**config.mk**
```make
export PLATFORM = sky130hd
export DESIGN_NAME = sync_fifo
export DESIGN_NICKNAME = d
export VERILOG_FILES = /design/src/rtl/sync_fifo.sv
export SDC_FILE = /design/constraint.sdc
export NUM_CORES = 1
export LEC_CHECK = 0
export ABC_CLOCK_PERIOD_IN_PS = 2360
export BUFFER_PORTS_ARGS = -buffer_cell sky130_fd_sc_hd__buf_2
export CAP_MARGIN = 20
export CORE_ASPECT_RATIO = 0.5
export CORE_MARGIN = 1
export CORE_UTILIZATION = 61
export DETAILED_ROUTE_END_ITERATION = 8
export HOLD_SLACK_MARGIN = 0.03
export PLACE_DENSITY = 0.83
export REMOVE_ABC_BUFFERS = 1
export SKIP_CTS_REPAIR_TIMING = 1
export SLEW_MARGIN = 0
export SYNTH_ARGS = -nofsm -noshare
export SYNTH_HDL_FRONTEND = slang
export SYNTH_SLANG_ARGS = --single-unit
```
**constraint.sdc**
```tcl
create_clock -name clk -period 2.36 [get_ports clk]
set_clock_uncertainty 0.05 [all_clocks]
set_input_delay 0.118 -clock clk [delete_from_list [all_inputs] [get_ports clk]]
set_output_delay 0.118 -clock clk [all_outputs]
set_load 0.05 [all_outputs]
```
**src/rtl/sync_fifo.sv**
```systemverilog
// sync_fifo: single-clock FWFT FIFO with wrap-bit pointers and a zero-gated head output
module sync_fifo #(
  parameter int DATA_WIDTH = 8,
  parameter int ADDR_WIDTH = 4
) (
  input  logic                  clk,
  input  logic                  reset,
  input  logic                  wr,
  input  logic                  rd,
  input  logic [DATA_WIDTH-1:0] wr_data,
  output logic [DATA_WIDTH-1:0] rd_data,
  output logic                  empty,
  output logic                  full
);
  logic [DATA_WIDTH-1:0] r_mem [2**ADDR_WIDTH];
  logic [ADDR_WIDTH:0]   r_wr_ptr, r_rd_ptr;
  logic                  w_rd_acc, w_wr_acc;
  assign empty    = r_wr_ptr == r_rd_ptr;
  assign full     = (r_wr_ptr[ADDR_WIDTH-1:0] == r_rd_ptr[ADDR_WIDTH-1:0]) &&
                    (r_wr_ptr[ADDR_WIDTH] != r_rd_ptr[ADDR_WIDTH]);
  assign w_rd_acc = rd && !empty;
  // a read in the same cycle frees the slot, so a full FIFO still takes the write
  assign w_wr_acc = wr && (!full || w_rd_acc);
  assign rd_data  = empty ? '0 : r_mem[r_rd_ptr[ADDR_WIDTH-1:0]];
  always_ff @(posedge clk or negedge reset)
    if (!reset) begin
      r_wr_ptr <= '0;
      r_rd_ptr <= '0;
    end else begin
      if (w_wr_acc) r_wr_ptr <= r_wr_ptr + 1'b1;
      if (w_rd_acc) r_rd_ptr <= r_rd_ptr + 1'b1;
    end
  always_ff @(posedge clk)
    if (w_wr_acc && reset) r_mem[r_wr_ptr[ADDR_WIDTH-1:0]] <= wr_data;
endmodule

```
# Yosys cells after proc, flatten, opt, wreduce, memory -nomap -nowiden
# Memory sizes are Yosys's and may differ from the RTL's.
# Cells that the tools add are included.
# W data, S select, Z words.
[classes]
add_sub_neg = 2
eq_ne = 3
mux = 3
n_reduce_logical = 7
[ops]
columns = ["cell", "n"]
rows = [
  ["$add A5 B1 Y5 const B", 2],
  ["$mux W8", 1],
  ["$eq A5 B5 Y1", 1],
  ["$eq A4 B4 Y1", 1],
  ["$logic_and A1 B1 Y1", 4],
  ["$logic_not A1 Y1", 2],
  ["$mux W1", 2],
  ["$logic_or A1 B1 Y1", 1],
  ["$ne A1 B1 Y1", 1],
]
[word_totals]
reg_bits = 10
ram_bits = 128
output_inout_bits = 10
word_cells = 18
mem_count = 1
[memory_table]
columns = ["memory", "depth", "word_bits", "rd", "rd_clocked_by_memory_dff", "wr", "line_no", "source"]
rows = [
  ["r_mem", 16, 8, 1, 0, 1, "15", "logic [DATA_WIDTH-1:0] r_mem [2**ADDR_WIDTH];"],
]

# Longest topological paths before layout
# Gate-level depths: netlist (run 1).
[logic_depth]
word_depth = 8
ltp_mapped = 7

# Worst setup path before layout (run 1)
# Ideal clock, no wire load.
[synth_timing]
kind = "register to register"
start = "register r_rd_ptr[0]"
end = "memory r_mem[0][0] (enable)"
setup_time_ns = 0.383
t_arrival_ns = 1.729
slack_ns = 0.198
stages_incl_launch_ff = 7
path_buffers = 1
period_less_slack_ns = 2.162
path_cell_list = "dfrtp_1 buf_6 xor2_1 nor4_2 a21oi_1 nand2_1 nor3_1"
[synth_between]
elab_chain_cells = 8
elab_cells_between_ends = 11
cone_classes = "eq/ne: 2; mux: 2; reduce/logical: 7"
[synth_lines]
columns = ["element", "line_no", "source"]
rows = [
  ["from (decl)", "16", "logic [ADDR_WIDTH:0] r_wr_ptr, r_rd_ptr;"],
  ["from (signal assigned)", "31", "if (w_rd_acc) r_rd_ptr <= r_rd_ptr + 1'b1;"],
  ["$eq A5 B5 Y1 / $eq A4 B4 Y1 (equally long branches)", "18, 19", ""],
  ["$logic_not A1 Y1 / $logic_and A1 B1 Y1 (equally long branches)", "21, 19", ""],
  ["$logic_and A1 B1 Y1 / $logic_not A1 Y1 (equally long branches)", "21, 23", ""],
  ["$logic_or A1 B1 Y1 *", "23", "assign w_wr_acc = wr && (!full || w_rd_acc);"],
  ["$logic_and A1 B1 Y1 *", "23", ""],
  ["$logic_and A1 B1 Y1 *", "34", "if (w_wr_acc && reset) r_mem[r_wr_ptr[ADDR_WIDTH-1:0]] <= wr_data;"],
  ["$mux W1 *", "34", ""],
  ["$mux W1 (implied by the code) *", "34", ""],
  ["to (decl)", "15", ""],
]
# Every way passes the cells marked *; elsewhere a longest branch is shown, timed or not.

# Final worst setup path (run 1)
[layout_timing]
start = "register r_rd_ptr[0]"
end = "output rd_data[7]"
[layout_between]
elab_chain_cells = 2
elab_cells_between_ends = 3
cone_classes = "eq/ne: 1; mux: 1; memory: 1"
[layout_lines]
columns = ["element", "line_no", "source"]
rows = [
  ["$mem_v2 Z16 W8 / $eq A5 B5 Y1 (equally long branches)", "-", ""],
  ["$mux W8 *", "24", "assign rd_data = empty ? '0 : r_mem[r_rd_ptr[ADDR_WIDTH-1:0]];"],
  ["to (decl)", "11", "output logic [DATA_WIDTH-1:0] rd_data,"],
]
# Marked as above.

==> qor.yml, run 1 <==
placed_design:
  dpl_cell_area_sq_mm: 0.005874
  io_buffers: 21
  dp_hpwl_mm: 6.890
  gp_congestion: 0.8386
  pre_cts_slack_ns: 0.2900
clock_network:
  cts_sinks: 138
  h-tree-depth: 4
  cts_buffer_depth: 2
  cts_buffers: 17
  cts_tree: "yes"
  clock_latency_ns: 0.41
  cts-root-buf: "clkbuf_16"
  path_clk_slew_ns: 0.05
grt:
  grt-ovfl-total: 0
  grt_max_degree: 36
  grt_pass1_wl_mm: 17.40
  grtUsageTotal_pct: 27.08
  grt_pass1_vias: 3007
  antenna_found_initial: 0
logic_synthesis:
  synth_top_area_share_pct: 69.98
  netlist_area_sq_mm: 0.005493
  synthCells: 276
  yosysUniqueCellTypes: 29
  yosys_warnings: 0
  ys_seq_area_share_pct: 74.53
  ys_ff_latch: 138
  synth_area_leaders: "edfxtp_1 (70%), mux4_2 (13%), dfrtp_1 (4.6%)"
  yosys.area.top_type: "edfxtp_1"
  avgSynthCellArea_sq_um: 19.90
routing:
  viasPerCell: 6.781
  vias: 3160
  wl_per_cell_microns: 27.62
  wl_mm: 12.87
  dr.first_iter.drc_count: 415
  drtAntennaViolNets: 0
  drc_errors: 0
  dr.pass1.iters: 7
critical_path:
  crit_path_end_kind: "output pin"
  worst-path-stages: 6
  cp_max_fo: 6
  path_buf_inv: 3
  cp_top_family: "buffers and inverters"
  worstPathArrival_ns: 2.28
  r2r_cells: 7
  crit_path_top_delay_cell: "mux4_2"
  rr_endpoint: "r_mem[2][0]$_DFFE_PP_"
  required_ns: 2.19
  cpPeakStageDelay_ns: 0.50
  reg2reg_from: "r_rd_ptr[0]$_DFFE_PN0P_"
  crit_type: "register to output pin"
  cp_cell_sequence: "buf_12 -> clkbuf_16 -> mux4_2 -> a22oi_1 -> a21oi_1 -> buf_2"
  start_kind: "register"
  reg2reg_slack_ns: 0.04
floorplanning:
  core_sq_mm: 0.008708
  start_util_pct: 63.07
  num_rows: 24
  die_h_microns: 69.10
  die_x_microns: 136.2
  ioPinCount: 22
  dieArea_sq_mm: 0.009411
sta:
  rsz0062_at_grt: "yes"
  slew_headroom_pct: 56.13
  max_slew.worst_pin.slew_ns: 0.6557
  setup_tns_ns: -0.2586
  period_minus_slack_ns: 2.445
  fmaxAchievable_ghz: 0.4090
  setup_violations: 7
  layout_setup_ws_ns: -0.08498
  drv_slew: 0
  period_share_pct: 103.6
  hold_viol_final: 0
power_and_ir_drop:
  switching_share_pct: 35.03
  p_per_area_mw_per_mm2: 1357
  power_frac_clock_pct: 27.6
  peakVddDrop_v: 0.0009795
  seq_power_share_pct: 33.8
  internal_power_uw: 5887
  switchingPower_uw: 3175
  leakagePower_uw: 0.002283
  p_comb_share_pct: 38.6
final_layout:
  seq_area_sq_mm: 0.004095
  post-route-util_pct: 76.67
  area_growth_pct: 21.55
  most-common-layout-cells: "edfxtp_1 (128), mux4_2 (32), buf_4 (29), clkbuf_16 (18), nor2_1 (15)"
  final_area_sq_mm: 0.006676
  num_antenna_cells: 0
  multiInputGateArea_sq_mm: 0.001391
  drive_above_1_share_pct: 38.40
  final.fill_count: 431
  nets: 353
  mostFrequentLayoutCell: "edfxtp_1"
hold_path:
  hp-class: "primary input to asynchronous set/reset pin"
run_status:
  status: "complete, but fails checks"
  violations: "negative setup slack"
run:
  max-cap-violations: 0
Yosys cell counts, drive strengths merged:
cell type  number
nand2           9
a21oi           9
a21boi          1
nand2b          3
xnor2           6
mux2            1
edfxtp        128
nor2           16
inv             2
and2            2
o21ai           1
nor3b           1
nor4            1
nor3            4
dfrtp          10
nand4           3
clkbuf          8
a22oi          16
ha              5
xor2            7
nor2b           3
nand3           1
buf             7
mux4           32
through the flow:
stage               hold WS, ns  std cells  total power [uW]
detailed placement     -0.04671        424              5910
floorplan               -0.2276        261              5076
CTS                     -0.4824        456              8416
finish                  0.05694        466              9062
global placement       -0.05511        424              5842
global route            0.05616        466              9324
routing by layer:
metal  GRT usage (%)  wire [microns]
met1           37.32            4921
met2           40.16            6216
met3           8.462            1365
met4           12.47             367
met5               0               0
kinds of logic (layout without fill, tap and decap cells):
kind of cell | Yosys count | after routing | synth area share [%]
AOI/OAI and AO/OA | 27 | 27 | 3.235
muxes | 33 | 33 | 13.39
and+or+nand+nor | 43 | 43 | 3.964
buffers and inverters | 17 | 90 | 1.663
xor gates and xnor gates | 13 | 13 | 2.073
DFF | 138 | 138 | 74.53
adders and majority gates | 5 | 5 | 1.139
cell type report:
type / count / share of cell area, %
Clock buffer: 31 / 8.358
Clock inverter: 1 / 0.07496
Inverter: 2 / 0.1124
Multi-Input combinational cell: 121 / 20.84
Sequential cell: 138 / 61.34
Tap cell: 117 / 2.193
Timing Repair Buffer: 56 / 7.084
state kept, by name, summed over array words and instances, names as in the netlist:
| name | count |
|---|---|
| r_rd_ptr | 5 |
| r_mem | 128 |
| r_wr_ptr | 5 |
how the worst max path moves through the flow:
| stage | from | to | slack [ns] |
|---|---|---|---|
| final | r_rd_ptr[0]$_DFFE_PN0P_ | rd_data[7] | -0.08 |
| after global routing | r_rd_ptr[0]$_DFFE_PN0P_ | rd_data[7] | -0.14 |
| after CTS | r_rd_ptr[0]$_DFFE_PN0P_ | rd_data[0] | -0.20 |
| after detailed placement | r_rd_ptr[0]$_DFFE_PN0P_ | rd_data[6] | 0.29 |
| after global placement | r_rd_ptr[0]$_DFFE_PN0P_ | rd_data[6] | 0.31 |
| after floorplan | r_rd_ptr[0]$_DFFE_PN0P_ | r_mem[0][0]$_DFFE_PP_ | -0.85 |
power by group through the flow:
| stage | sequential, uW | clock [uW] | combinational, uW |
|---|---|---|---|
| global placement | 3070 | 0 | 2780 |
| CTS | 3040 | 2480 | 2890 |
| detailed placement | 3090 | 0 | 2830 |
| finish | 3060 | 2500 | 3500 |
| floorplan | 3260 | 0 | 1820 |
| global route | 3080 | 2630 | 3610 |
No activity file was read; power rests on OpenSTA's default activity.
==> run 2, diff against run 1 <==
Settings changed: GPL_TIMING_DRIVEN set to 0, SETUP_SLACK_MARGIN set to 0.15.
==> run 2 against run 1 <==
- the flow still finishes with violations (negative setup slack)
- flip-flop and latch count stayed put
- register-to-register slack worse by 0.30 ns
- die area stayed put
- core utilization is 4.7 points higher
- cell count is 0.64% higher
- global-route usage is 0.078 points higher
- power is 8.5% higher
- non-clock buffer count is 2 higher
- first-iteration DRC count is 3.9% higher
- via count is 0.51% higher
- critical endpoint is now rd_data[2]
- fmax is 8.0% lower
- hold slack worse by 0.014 ns
==> qor.yml, run 2 (synthesized netlist as in run 1, its figures left out) <==
floorplanning:
  num_rows: 24  # unchanged
  core_sq_mm: 0.008708  # unchanged
  die_h_microns: 69.10  # unchanged
  ioPinCount: 22  # unchanged
  start_util_pct: 63.07  # unchanged
  dieArea_sq_mm: 0.009411  # unchanged
  die_x_microns: 136.2  # unchanged
critical_path:
  crit_type: "register to output pin"
  worstPathArrival_ns: 2.49  # +0.21 ns
  cp_max_fo: 8  # +2
  crit_path_end_kind: "output pin"
  cpPeakStageDelay_ns: 0.77  # +0.27 ns
  start_kind: "register"
  required_ns: 2.19  # about the same
  crit_path_top_delay_cell: "nor2b_1"
  cp_cell_sequence: "nor2b_1 -> a22oi_1 -> a21oi_2 -> buf_4"
routing:
  drtAntennaViolNets: 0  # unchanged
  dr.first_iter.drc_count: 431  # +3.9%
  wl_per_cell_microns: 29.93  # +8.4%
  wl_mm: 14.04  # +9.1%
  vias: 3176  # +0.51%
  viasPerCell: 6.772  # -0.14%
  dr.pass1.iters: 5  # -2
  drc_errors: 0  # unchanged
sta:
  layout_setup_ws_ns: -0.2975  # -0.2125 ns
  drv_slew: 0  # unchanged
  fmaxAchievable_ghz: 0.3763  # -8.0%
  max_slew.worst_pin.slew_ns: 0.8767  # +0.2210 ns
  hold_viol_final: 0  # unchanged
  rsz0062_at_grt: "yes"
  period_minus_slack_ns: 2.657  # +0.2125 ns
  setup_violations: 59  # +52
  slew_headroom_pct: 41.43  # -15 points
  period_share_pct: 112.6  # +9.0 points
final_layout:
  num_antenna_cells: 0  # unchanged
  area_growth_pct: 29.07
  drive_above_1_share_pct: 49.43  # +11 points
  post-route-util_pct: 81.41  # +4.7 points
  largest_register_ff_count: 128  # unchanged
  most-common-layout-cells: "edfxtp_1 (128), mux4_2 (32), clkbuf_16 (21), buf_4 (21), buf_6 (13)"
  mostFrequentLayoutCell: "edfxtp_1"
  nets: 356  # +0.85%
clock_network:
  cts_buffers: 17  # unchanged
  path_clk_slew_ns: 0.06  # about the same
  cts_buffer_depth: 2  # unchanged
  cts_tree: "yes"
  cts_sinks: 138  # unchanged
  cts-root-buf: "clkbuf_16"
  h-tree-depth: 4  # unchanged
  clock_latency_ns: 0.42  # about the same
run_status:
  violations: "negative setup slack"
  status: "complete, but fails checks"
power_and_ir_drop:
  leakagePower_uw: 0.002383  # +4.4%
  peakVddDrop_v: 0.001034  # +5.5%
  p_per_area_mw_per_mm2: 1387  # +2.2%
  total_power_uw: 9834  # +8.5%
placed_design:
  dp_hpwl_mm: 6.551  # -4.9%
  gp_congestion: 0.7725  # -7.9%
  io_buffers: 21  # unchanged
  pre_cts_slack_ns: -0.7183  # -1.008 ns
grt:
  grt_pass1_wl_mm: 17.31  # -0.51%
  grt_pass1_vias: 2922  # -2.8%
  antenna_found_initial: 0  # unchanged
  grt-ovfl-total: 0  # unchanged
  grtUsageTotal_pct: 27.16  # +0.078 points
  grt_max_degree: 37  # +2.8%
hold_path:
  hp-class: "primary input to asynchronous set/reset pin"
run:
  max-cap-violations: 0  # unchanged
-- run 2: cell types whose count changed in the layout (fill, tap and decap cells not counted), moves of 4 or more --
cell and change:
buf_4 -8, dfrtp_4 +4, nor2_4 +12, nor3_1 -4
clkbuf_8 -7, clkinv_2 +6, a21oi_2 +4, nand2_1 -4
nor3_4 +4, buf_6 +9, nor2_1 -12, a21oi_1 -5
clkbuf_1 -6
-- run 2: stage by stage --
step | hold WS, ns | cell area [sq um] | cells | TNS [ns]
5_1_grt | 0.04048 | 7089 | 469 | -14.01
3_3_place_gp | -0.05022 | 5660 | 399 | -207.26
4_1_cts | -0.4881 | 6315 | 436 | -71.08
3_5_place_dp | -0.04346 | 5713 | 404 | -60.70
6_report | 0.04282 | 7089 | 469 | -6.007
2_1_floorplan | -0.2276 | 5409 | 261 | -96.22
-- run 2: power by group --
group / switching, uW / internal, uW / total, uW
Combinational: 2240 / 1660 / 3900
Clock: 1040 / 1650 / 2690
Sequential: 342 / 2900 / 3250
-- run 2: worst paths after layout --
kind	to	depth (start not counted)	slack [ns]	startpoint
max	rd_data[2]	4	-0.30	r_rd_ptr[2]$_DFFE_PN0P_
min	r_wr_ptr[4]$_DFFE_PN0P_	2	0.04	reset
max reg2reg	r_mem[3][3]$_DFFE_PP_	7	-0.26	r_rd_ptr[2]$_DFFE_PN0P_
min reg2reg	r_wr_ptr[4]$_DFFE_PN0P_	1	0.45	r_wr_ptr[4]$_DFFE_PN0P_
max in group asynchronous	r_wr_ptr[3]$_DFFE_PN0P_	2	1.97	reset
min in group clk	r_mem[6][5]$_DFFE_PP_	1	0.06	wr_data[5]
-- run 2: area by class of cell --
class / instances / area, sq um
inverter: 2 / 7.507
timing repair buffer: 58 / 604.3
fill: 376 / 1619
clock buffer: 21 / 514.2
clock inverter: 11 / 87.58
sequential: 138 / 4109
multi-input combinational: 122 / 1620
tap: 117 / 146.4
-- run 2: metal layers --
metal	track usage [%]	vias up	routed length, microns
met1	39.62	1614	5410
met2	39.14	280	6535
met5	0	-	0
met4	10.86	0	347
li1	-	1247	-
met3	8.021	35	1743
-- run 2: critical path, delay by kind of cell, from the launching register on --
family          cells  cell delay, ns
compound gates      2            0.44
flops               1            0.64
buf+inv             1            0.21
simple gates        1            0.77
==> run 3, diff against run 2 <==
Settings changed: CORE_MARGIN 1 to 2, REMOVE_ABC_BUFFERS 1 to unset, SLEW_MARGIN 0 to 15.
==> run 3 against run 2 <==
- the flow still finishes with violations (negative setup slack)
- setup slack gained 0.17 ns
- non-clock buffer count grew 2
- clock power shrank 2%
- wire length grew 3.1%
- register-to-register slack gained 0.18 ns
- combinational power is essentially flat
- power shrank 2.9%
- die area grew 4.4%
- fmax grew 6.6%
- global-route usage is essentially flat
- first-iteration DRC count grew 26%
- largest cell class unchanged
==> qor.yml, run 3 (synthesized netlist as in run 1, its figures left out) <==
routing:
  wl_mm: 14.47  # +3.1%
  vias: 3310  # +4.2%
  dr.first_iter.drc_count: 544  # +26%
  wl_per_cell_microns: 30.72  # +2.7%
  viasPerCell: 7.028  # +3.8%
  dr.pass1.iters: 7  # +2
  drtAntennaViolNets: 0  # unchanged
  drc_errors: 0  # unchanged
final_layout:
  drive_above_1_share_pct: 43.91  # -5.5 points
  mostFrequentLayoutCell: "edfxtp_1"
  nets: 357  # +0.28%
  area_growth_pct: 26.31
  final_cells: 471  # +0.43%
  largest_register_ff_count: 128  # unchanged
  most-common-layout-cells: "edfxtp_1 (128), mux4_2 (32), buf_4 (18), clkbuf_16 (18), buf_2 (15)"
sta:
  hold_viol_final: 0  # unchanged
  setup_violations: 39  # -34%
  period_minus_slack_ns: 2.492  # -0.1651 ns
  drv_slew: 0  # unchanged
  max_slew.worst_pin.slew_ns: 0.8511  # -0.02563 ns
  rsz0062_at_grt: "yes"
  period_share_pct: 105.6  # -7.0 points
  fmaxAchievable_ghz: 0.4012  # +6.6%
  layout_setup_ws_ns: -0.1324  # +0.1651 ns
  slew_headroom_pct: 43.26  # +1.8 points
  hold_ws_ns: 0.06109  # +0.01827 ns
grt:
  grt_pass1_wl_mm: 18.57  # +7.3%
  grtUsageTotal_pct: 27.12  # -0.041 points
  grt_pass1_vias: 3016  # +3.2%
  grt-ovfl-total: 0  # unchanged
  grt_max_degree: 17  # -54%
  antenna_found_initial: 1  # +1
logic_synthesis:
  syn_nets: 293
clock_network:
  h-tree-depth: 4  # unchanged
  cts_buffers: 17  # unchanged
  cts_tree: "yes"
  clock_latency_ns: 0.42  # about the same
  cts_buffer_depth: 2  # unchanged
  path_clk_slew_ns: 0.06  # about the same
  cts-root-buf: "clkbuf_16"
  cts_sinks: 138  # unchanged
run_status:
  status: "complete, but fails checks"
  violations: "negative setup slack"
floorplanning:
  die_x_microns: 138.2  # +1.5%
  ioPinCount: 22  # unchanged
  die_h_microns: 71.10  # +2.9%
  start_util_pct: 62.86  # -0.22 points
  num_rows: 24  # unchanged
  dieArea_sq_mm: 0.009826  # +4.4%
  core_sq_mm: 0.008738  # +0.34%
placed_design:
  gp_congestion: 0.8541  # +11%
  io_buffers: 21  # unchanged
  pre_cts_slack_ns: -0.2602  # +0.4581 ns
  dp_hpwl_mm: 7.275  # +11%
  place_inst: 417  # +3.2%
critical_path:
  required_ns: 2.19  # about the same
  start_kind: "register"
  crit_type: "register to output pin"
  crit_path_end_kind: "output pin"
  cp_max_fo: 9  # +1
  worstPathArrival_ns: 2.32  # -0.17 ns
power_and_ir_drop:
  total_power_uw: 9544  # -2.9%
  p_per_area_mw_per_mm2: 1376  # -0.83%
  peakVddDrop_v: 0.0008293  # -20%
  leakagePower_uw: 0.002338  # -1.9%
run:
  max-cap-violations: 0  # unchanged
hold_path:
  hp-class: "primary input to register"
## run 3: cell types whose count changed in the layout (fill, tap and decap cells not counted), moves of 4 or more
| cell | change |
|---|---|
| dfrtp_1 | +4 |
| buf_12 | +6 |
| buf_6 | -9 |
| buf_2 | +4 |
| clkbuf_1 | +6 |
| clkbuf_2 | +6 |
| a21oi_1 | +7 |
| a21oi_2 | -6 |
| dfrtp_4 | -4 |
## run 3: layer usage
metal / up-vias / part of all wire (%) / GRT usage, % / routed length, microns
li1: 1255 / - / - / -
met1: 1677 / 37 / 36.40 / 5296
met2: 326 / 48 / 42.24 / 6991
met3: 52 / 12 / 8.192 / 1714
met4: 0 / 3.2 / 12.59 / 467
met5: - / 0 / 0 / 0
## run 3: per-stage QoR
step | TNS [ns] | util (%) | cell area (sq um)
after floorplan | 0 | - | 5493
final | -1.840 | 79.40 | 6938
after global routing | -4.361 | 79.40 | 6938
after global placement | -10.27 | 65.74 | 5744
after CTS | -25.14 | 72.48 | 6334
after detailed placement | -7.533 | 65.97 | 5764
## run 3: layout make-up
type                    count  area [sq um]
repair buffers             45         425.4
plain buffers              15         151.4
fillers                   347          1800
multi-input cells         121          1541
diodes                      1         2.502
inverters                   2         7.507
well taps                 117         146.4
clock inverters            10         125.1
clock buffers              22         444.2
flip-flops and latches    138          4094
## run 3: worst max-delay path, stage by stage, from the launching register on
cell     delay, ns
dfrtp_1       0.39
buf_12        0.17
buf_12        0.14
mux4_2        0.55
a22oi_1       0.29
a21oi_1       0.14
buf_4         0.21
## run 3: final timing paths
kind                                         startpoint                      end  slack, ns  depth (start not counted)
worst max-delay path            r_rd_ptr[0]$_DFFE_PN0P_               rd_data[0]      -0.13                          6
worst min-delay path                         wr_data[5]    r_mem[1][5]$_DFFE_PP_       0.06                          1
worst max register to register  r_rd_ptr[0]$_DFFE_PN0P_   r_mem[15][4]$_DFFE_PP_      -0.08                          6
worst min register to register  r_wr_ptr[4]$_DFFE_PN0P_  r_wr_ptr[4]$_DFFE_PN0P_       0.48                          1
max in group asynchronous                         reset  r_wr_ptr[2]$_DFFE_PN0P_       1.94                          2
min in group asynchronous                         reset  r_rd_ptr[4]$_DFFE_PN0P_       0.09                          2
## run 3: where the power goes
group / total (uW) / internal, uW / switching, uW
Clock: 2640 / 1650 / 995
Combinational: 3870 / 1520 / 2340
Sequential: 3040 / 2880 / 154
Total: 9540 / 6050 / 3490
